<file path="config.mk">
export PLATFORM = sky130hd
export DESIGN_NAME = calc_ctrl
export DESIGN_NICKNAME = d
export VERILOG_FILES = /design/src/rtl/calc_ctrl.sv
export SDC_FILE = /design/constraint.sdc
export NUM_CORES = 1
export LEC_CHECK = 0
export ABC_AREA = 0
export ABC_CLOCK_PERIOD_IN_PS = 3650
export CORE_ASPECT_RATIO = 2
export CORE_MARGIN = 8
export CORE_UTILIZATION = 50
export DETAILED_ROUTE_END_ITERATION = 10
export HOLD_SLACK_MARGIN = 0.08
export PLACE_DENSITY = 0.76
export SKIP_LAST_GASP = 1
export SYNTH_ARGS = -nofsm -noshare
export SYNTH_HDL_FRONTEND = slang
export SYNTH_SLANG_ARGS = --single-unit
</file>
<file path="constraint.sdc">
create_clock -name i_clk -period 3.65 [get_ports i_clk]
set_clock_uncertainty 0.2 [all_clocks]
set_input_delay 0.365 -clock i_clk [delete_from_list [all_inputs] [get_ports i_clk]]
set_output_delay 0.365 -clock i_clk [all_outputs]
set_load 0.02 [all_outputs]
</file>
<file path="src/rtl/calc_ctrl.sv">
// Keypad-command sequencer: builds decimal operands, drives the ALU start/done handshake and
// publishes display value/status. Define CALC_CHAIN_EN to let an operator in ENTER_B chain ops.
module calc_ctrl #(
  parameter int unsigned DATA_W      = 27,
  parameter int unsigned MAX_DIGITS  = 8,
  parameter int unsigned ALU_TIMEOUT = 64
) (
  input  logic              i_clk,
  input  logic              i_rst_n,
  input  logic [3:0]        i_cmd,
  input  logic              i_cmd_valid,
  output logic              o_cmd_ready,
  output logic              o_alu_start,
  output logic [1:0]        o_alu_op,
  output logic [DATA_W-1:0] o_alu_a,
  output logic [DATA_W-1:0] o_alu_b,
  input  logic              i_alu_done,
  input  logic [DATA_W-1:0] i_alu_result,
  input  logic              i_alu_err,
  output logic [DATA_W-1:0] o_disp_value,
  output logic [3:0]        o_disp_digits,
  output logic [1:0]        o_status
);

  localparam logic [2:0] ST_ENTER_A = 3'd0;
  localparam logic [2:0] ST_OP_WAIT = 3'd1;
  localparam logic [2:0] ST_ENTER_B = 3'd2;
  localparam logic [2:0] ST_EXEC    = 3'd3;
  localparam logic [2:0] ST_RESULT  = 3'd4;
  localparam logic [2:0] ST_ERROR   = 3'd5;

  localparam int unsigned TMO_W       = $clog2(ALU_TIMEOUT + 1);
  localparam logic [TMO_W-1:0] TMO_LAST = TMO_W'(ALU_TIMEOUT - 1);
  localparam logic [3:0]       MAX_CNT  = 4'(MAX_DIGITS);

  logic [2:0]        r_state, w_state_d;
  logic [DATA_W-1:0] r_a, w_a_d, r_b, w_b_d, r_disp, w_disp_d;
  logic [1:0]        r_op, w_op_d, r_status, w_status_d;
  logic [3:0]        r_cnt, w_cnt_d;
  logic [TMO_W-1:0]  r_tmo, w_tmo_d;
  logic              r_start, r_ready;
  logic              w_go, w_acc, w_is_dig, w_is_op, w_is_clr, w_is_eq;
  logic [1:0]        w_cmd_op;
  logic [DATA_W-1:0] w_dig;
`ifdef CALC_CHAIN_EN
  logic              r_chain, w_chain_d;
  logic [1:0]        r_chain_op, w_chain_op_d;
`endif

  assign w_acc    = i_cmd_valid && r_ready;
  assign w_is_dig = (i_cmd <= 4'd9);
  assign w_is_op  = (i_cmd == 4'd10) || (i_cmd == 4'd11) || (i_cmd == 4'd12);
  assign w_is_clr = (i_cmd == 4'd13);
  assign w_is_eq  = (i_cmd == 4'd14);
  assign w_dig    = DATA_W'(i_cmd);
  assign w_cmd_op = (i_cmd == 4'd10) ? 2'b00 : (i_cmd == 4'd11) ? 2'b01 : 2'b10;

  always_comb begin
    w_state_d = r_state;
    w_a_d     = r_a;
    w_b_d     = r_b;
    w_op_d    = r_op;
    w_cnt_d   = r_cnt;
    w_tmo_d   = r_tmo;
    w_go      = 1'b0;
`ifdef CALC_CHAIN_EN
    w_chain_d    = r_chain;
    w_chain_op_d = r_chain_op;
`endif
    // r_ready is low only in EXEC, so CLR here never aborts a running operation
    if (w_acc && w_is_clr) begin
      w_a_d     = '0;
      w_b_d     = '0;
      w_cnt_d   = '0;
      w_state_d = ST_ENTER_A;
    end else begin
      unique case (r_state)
        ST_ENTER_A: begin
          if (w_acc && w_is_dig && (r_cnt < MAX_CNT)) begin
            w_a_d   = r_a * DATA_W'(10) + w_dig;
            w_cnt_d = r_cnt + 4'd1;
          end else if (w_acc && w_is_op) begin
            w_op_d    = w_cmd_op;
            w_state_d = ST_OP_WAIT;
          end
        end
        ST_OP_WAIT: begin
          if (w_acc && w_is_dig) begin
            w_b_d     = w_dig;
            w_cnt_d   = 4'd1;
            w_state_d = ST_ENTER_B;
          end else if (w_acc && w_is_op) begin
            w_op_d = w_cmd_op;
          end else if (w_acc && w_is_eq) begin
            w_b_d = r_a;
            w_go  = 1'b1;
          end
        end
        ST_ENTER_B: begin
          if (w_acc && w_is_dig && (r_cnt < MAX_CNT)) begin
            w_b_d   = r_b * DATA_W'(10) + w_dig;
            w_cnt_d = r_cnt + 4'd1;
          end else if (w_acc && w_is_eq) begin
            w_go = 1'b1;
          end
`ifdef CALC_CHAIN_EN
          else if (w_acc && w_is_op) begin
            w_chain_d    = 1'b1;
            w_chain_op_d = w_cmd_op;
            w_go         = 1'b1;
          end
`endif
        end
        ST_EXEC: begin
          if (i_alu_done && i_alu_err) begin
            w_state_d = ST_ERROR;
          end else if (i_alu_done) begin
            w_a_d     = i_alu_result;
            w_state_d = ST_RESULT;
`ifdef CALC_CHAIN_EN
            if (r_chain) begin
              w_op_d    = r_chain_op;
              w_state_d = ST_OP_WAIT;
            end
`endif
          end else if (r_tmo == TMO_LAST) begin
            w_state_d = ST_ERROR;
          end else if (r_tmo != '1) begin
            w_tmo_d = r_tmo + 1'b1;
          end
`ifdef CALC_CHAIN_EN
          if (w_state_d != ST_EXEC) w_chain_d = 1'b0;
`endif
        end
        ST_RESULT: begin
          if (w_acc && w_is_dig) begin
            w_a_d     = w_dig;
            w_cnt_d   = 4'd1;
            w_state_d = ST_ENTER_A;
          end else if (w_acc && w_is_op) begin
            w_op_d    = w_cmd_op;
            w_state_d = ST_OP_WAIT;
          end else if (w_acc && w_is_eq) begin
            w_go = 1'b1;
          end
        end
        ST_ERROR: ;
        default: w_state_d = ST_ENTER_A;
      endcase
    end
    if (w_go) begin
      w_state_d = ST_EXEC;
      w_tmo_d   = '0;
    end
  end

  always_comb begin
    w_disp_d   = w_a_d;
    w_status_d = 2'b00;
    unique case (w_state_d)
      ST_ENTER_B: w_disp_d = w_b_d;
      ST_EXEC:    w_status_d = 2'b01;
      ST_RESULT:  w_status_d = 2'b10;
      ST_ERROR: begin
        w_disp_d   = '0;
        w_status_d = 2'b11;
      end
      default: ;
    endcase
  end

  always_ff @(posedge i_clk or negedge i_rst_n) begin
    if (!i_rst_n) begin
      r_state  <= ST_ENTER_A;
      r_a      <= '0;
      r_b      <= '0;
      r_op     <= 2'b00;
      r_cnt    <= '0;
      r_tmo    <= '0;
      r_start  <= 1'b0;
      r_ready  <= 1'b1;
      r_disp   <= '0;
      r_status <= 2'b00;
`ifdef CALC_CHAIN_EN
      r_chain    <= 1'b0;
      r_chain_op <= 2'b00;
`endif
    end else begin
      r_state  <= w_state_d;
      r_a      <= w_a_d;
      r_b      <= w_b_d;
      r_op     <= w_op_d;
      r_cnt    <= w_cnt_d;
      r_tmo    <= w_tmo_d;
      r_start  <= w_go;
      r_ready  <= (w_state_d != ST_EXEC);
      r_disp   <= w_disp_d;
      r_status <= w_status_d;
`ifdef CALC_CHAIN_EN
      r_chain    <= w_chain_d;
      r_chain_op <= w_chain_op_d;
`endif
    end
  end

  assign o_cmd_ready   = r_ready;
  assign o_alu_start   = r_start;
  assign o_alu_op      = r_op;
  assign o_alu_a       = r_a;
  assign o_alu_b       = r_b;
  assign o_disp_value  = r_disp;
  assign o_disp_digits = r_cnt;
  assign o_status      = r_status;

endmodule

</file>
## Word-level counts from Yosys, hierarchy flattened

Index checks and enable logic that the tools add are counted.

| word-level totals | value |
|---|---|
| bits of input ports | 36 |
| flip-flop bits (word level) | 101 |

| cells by class | value |
|---|---|
| multipliers | 2 |
| $lt $le $gt $ge | 2 |
| equal/unequal tests | 25 |
| reductions and logical operators | 20 |
| muxes and demuxes | 47 |
| add/sub/neg operators | 4 |
| bitwise gates (word level) | 1 |

Operators with widths:

| operator | count |
|---|---|
| $mux W27 | 10 |
| $pmux W27 S2 | 2 |
| $pmux W27 S3 | 1 |
| $add A27 B4 Y27 | 2 |
| $mul A27 B3 Y26 const B | 2 |
| $mux W7 | 7 |
| $mux W3 | 9 |
| $eq A4 B4 Y1 const B | 5 |
| $pmux W3 S5 | 1 |
| $eq A3 B2 Y1 const B | 4 |
| $eq A3 B3 Y1 const B | 4 |
| $mux W4 | 3 |
| $mux W2 | 5 |
| $ne A2 B2 Y1 const B | 5 |
| $pmux W4 S2 | 1 |
| $add A7 B1 Y7 const B | 1 |
| $eq A7 B6 Y1 const B | 1 |
| $logic_and A1 B1 Y1 | 7 |
| $ne A7 B7 Y1 const B | 1 |
| $ne A3 B1 Y1 const B | 2 |
| $pmux W2 S3 | 1 |
| $reduce_and A6 Y1 | 1 |
| $reduce_bool A2 Y1 | 3 |
| $reduce_or A2 Y1 | 3 |
| 15 further kinds | 20 |

## Depth between registers and ports, before layout

| logic depth | value |
|---|---|
| word-level depth | 11 |
| mapped depth | 14 |
| gate-level depth less buffers | 14 |

## Worst setup path after synthesis

No wires, ideal clock.

| timing path | value |
|---|---|
| kind | register -> register |
| start point | register r_b[1], in the netlist o_alu_b[1] |
| end point | register r_disp[23], in the netlist o_disp_value[23] |
| setup time | 0.147 ns |
| stages on the path, launching flop included | 14 |
| setup slack | -0.282 ns |
| required time | 3.303 ns |
| arrival | 3.585 ns |
| cell sequence | dfrtp_1 ha_1 ha_1 fa_1 a21o_2 a221oi_4 nor2_2 o311ai_2 nand4_1 nor4_4 nand3b_1 xnor2_1 a222oi_1 o221ai_1 |

| between the ends | value |
|---|---|
| cells in the longest elaborated chain, start to end | 6 |

RTL lines:

| element | line | text |
|---|---|---|
| start, declared | 37 | `logic [DATA_W-1:0] r_a, w_a_d, r_b, w_b_d, r_disp, w_disp_d;` |
| start signal, assigned | 191 | `r_b <= w_b_d;` |
| $mul A27 B3 Y26 | 101 | `w_b_d = r_b * DATA_W'(10) + w_dig;` |
| $add A27 B4 Y27 | 101 |  |
| $mux W27 | 100 | `if (w_acc && w_is_dig && (r_cnt < MAX_CNT)) begin` |
| $pmux W27 S2 | 77 | `unique case (r_state)` |
| $mux W27 | 71 | `if (w_acc && w_is_clr) begin` |
| $pmux W27 S2 | 160 | `unique case (w_state_d)` |
| named net w_disp_d[23] | 37 |  |
| end signal, assigned | 197 | `r_disp <= w_disp_d;` |
| end, declared | 37 |  |

The timed path passes the listed nets, and every way through them passes these cells.
A chain may end at the register's enable or synchronous reset.

## Worst setup path after layout

| timing path | value |
|---|---|
| start point | register r_b[3], in the netlist o_alu_b[3] |
| end point | register r_disp[23], in the netlist o_disp_value[23] |

The elaborated chain is that of the path after synthesis.

==> flow_summary.json <==
{
  "dr_total_vias": 10740,
  "async_reset_ff_share_pct": 100.0,
  "wl_per_cell_um": 21.55,
  "final_core_utilization_pct": 73.91,
  "syn_to_final_growth_pct": 46.25,
  "die_height_um": 212.5,
  "syn_avg_cell_area_um2": 8.519,
  "grt_max_degree": 43,
  "leakagePower_nw": 6.274,
  "synth-edff-count": 0,
  "drive_gt1_share_pct": 30.90,
  "postRouteWirelength_um": 37520,
  "clockBufferDepth": 2,
  "portBuffers": 126,
  "clk_pin_slew_ps": 80,
  "stdcell_area_um2": 14120,
  "arrival_ps": 3960,
  "core_area_um2": 19100,
  "grtUsageTotal_pct": 29.61,
  "post-place-ws_ps": -195.3,
  "min_period_ps": 3931,
  "place_congestion": 0.9632,
  "cts_tree": "yes",
  "cts.sinks": 101,
  "stdcell_count": 1741,
  "crit_type": "flop to flop",
  "rsz0062_at_grt": "true",
  "holdCritPathClass": "primary input to asynchronous set/reset pin",
  "grt_pass1_vias": 10690,
  "fin_nets": 1615,
  "fmax_mhz": 254.4,
  "ys_types": 104,
  "synth_warnings": 0,
  "die_w_um": 114.2,
  "cts_buffers": 9,
  "worstPathRequired_ps": 3680,
  "final.setup.tns_ps": -3341,
  "place_inst": 1691,
  "clock_latency_ps": 360,
  "cts_max_level": 3,
  "row_count": 72,
  "syn_nets": 1271,
  "drv_cap": 0,
  "setup_ws_ps": -281.1,
  "critPathMaxFanout": 4,
  "critPathTopFamily": "compound AO/OA/AOI/OAI gates",
  "powerDensity_nw_per_um2": 994.6,
  "start_util_pct": 50.54,
  "postRouteAntennaNets": 0,
  "n_antenna_cell": 0,
  "violations": "negative setup slack",
  "setup.worst_path.start_class": "flop",
  "critPathMaxStageDelay_ps": 440,
  "postSynthCellCount": 1133,
  "worstMarginPinSlew_ps": 854.2,
  "max_slew_margin_pct": 43.06,
  "critical_path_buf_inv_count": 2,
  "drt_pre_antenna_iters": 8,
  "globalRoute.totalOverflow": 0,
  "crit_path_cell_trace": "ha_4 > ha_4 > fa_2 > a21o_4 > a221oi_4 > buf_4 > o211ai_1 > and2_1 > o31a_1 > nand3_1 > nand3b_1 > xnor2_1 > a222oi_1 > buf_4 > o221ai_2",
  "status": "finished with violations",
  "endpoint_kind": "flop",
  "drtIter0Drc": 800,
  "finalHoldViolations": 0,
  "slew_viol_final": 0,
  "ys.flop_type": "dfrtp_1",
  "synth_area_um2": 9652,
  "min_period_over_period_pct": 107.7,
  "yosys_register_bits": 101,
  "antenna_found_initial": 0,
  "drc": 0,
  "synth.yosys.seq_area_share_pct": 26.20,
  "dieArea_um2": 24280,
  "placed_area_um2": 12870,
  "ir_drop_mv": 0.6296,
  "critPathSlowestCell": "dfrtp_2",
  "vias_per_cell": 6.170,
  "setup_viol": 26,
  "grt_pass1_wl_um": 56370,
  "root_buffer": "clkbuf_16",
  "io_pins": 127,
  "hpwlAfterDp_um": 28590
}
cells by family after synthesis:
group                      synth area share [%]
AOI/OAI and AO/OA                         24.64
xor gates and xnor gates                  7.234
adders and majority gates                 13.53
buffers and inverters                     3.967
DFF                                       26.20
muxes                                     1.400
and+or+nand+nor                           23.02
worst reg2reg max path, cell delays in order, from the launching register on:
cell      delay (ps)
dfrtp_2          440
ha_4             250
ha_4             160
fa_2             400
a21o_4           240
a221oi_4         340
buf_4            180
o211ai_1         130
and2_1           210
o31a_1           340
nand3_1          100
nand3b_1         120
xnor2_1           90
a222oi_1         280
buf_4            220
o221ai_2         100
path summary, 6_finish.rpt:
kind                               endpoint       start  slack (ps)  cells after the start
setup / recovery           o_disp_value[23]  o_alu_b[3]        -280                     15
hold / removal                  o_alu_b[26]     i_rst_n         340                      2
setup reg to reg           o_disp_value[23]  o_alu_b[3]        -280                     15
hold reg to reg                    r_tmo[6]    r_tmo[6]         350                      1
max in group asynchronous        o_alu_b[5]     i_rst_n        2040                      3
min in group i_clk                 r_tmo[6]    r_tmo[6]         350                      1
final cells by class:
cell class              count  area [um2]
repair buffers            394        3304
multi-input cells         954        7582
clock inverters             7       68.82
flip-flops and latches    101        2547
well taps                 259       324.1
fillers                  1468        4982
inverters                  17       63.81
clock buffers               9       225.2
registers in the layout, indices dropped and copies added (netlist names):
name and flops:
o_alu_a 27, o_alu_b 27, o_disp_value 27, r_tmo 7
o_disp_digits 4, r_state 3, o_alu_op 2, o_status 2
o_alu_start 1, o_cmd_ready 1
timing repair:
item                                    CTS  global route
pin swaps                                24            60
endpoints found under the setup margin   31            37
gates resized for setup                  48            80
hold buffers                              1             0
hold endpoints to repair                 39             0
setup buffers                            13            22
power by group:
part | switching, mW | leakage [nW] | internal [mW]
registers | 0.442 | 1.30 | 1.54
clock network | 0.484 | 0.142 | 0.480
logic | 5.84 | 4.83 | 5.25
total | 6.77 | 6.27 | 7.27
synthesized netlist by cell type, types with 8 or more instances:
library cell	count	area (um2)
a21o_1	15	112.6
buf_2	13	65.06
a21oi_1	81	405.4
a222oi_1	24	240.2
a221oi_1	11	96.34
ha_1	98	1226
mux2i_1	9	90.09
nor2b_1	11	68.82
a22oi_1	15	112.6
nand4_1	21	131.4
inv_1	16	60.06
a22o_1	13	113.9
o21ai_0	52	260.3
dfrtp_1	100	2502
nor3_1	33	165.2
xnor2_1	45	394.1
nand3_1	42	210.2
nor2_1	111	416.7
o21a_1	10	75.07
and3_1	12	75.07
xor2_1	31	271.5
nand2_1	113	424.2
nand3b_1	8	60.06
and2_1	18	112.6
o211ai_1	11	82.58
or3_1	10	62.56
a211oi_1	10	75.07
clkbuf_1	34	127.6
layer usage:
layer  track usage [%]  wire (um)  vias up
met2             50.02      18240      526
met4             17.98       2494        0
met1             33.88      14000     5130
met3             5.377       2791      124
li1                  -          -     4962
met5            0.4292          0        -
cell usage in the layout (no fill, tap or decap), drive strengths merged, types with 11 or more instances in the layout:
cell type      synthesis  final
a21o                  17     17
nand2                115    115
nor2                 112    112
a221oi                13     13
nor2b                 11     11
o211ai                11     11
a22o                  13     13
nand4                 24     24
o21ai                 59     59
dfrtp                100    100
xnor2                 47     47
ha                    98     98
xor2                  31     31
a21oi                 85     85
buf                   22    268
and2                  19     19
a222oi                24     24
a22oi                 15     15
inv                   17     19
clkdlybuf4s50          0    125
and3                  15     15
a211oi                12     12
nor3                  35     35
nand3                 43     43
through the flow:
step | power [mW] | hold WS [ps]
floorplan | 7.617 | -130.6
global placement | 11.58 | 181.7
detailed placement | 11.81 | 191.7
CTS | 13.23 | 334.4
global route | 14.91 | 346.6
finish | 14.04 | 335.6
Note: power is estimated with default switching activity, not from simulation.
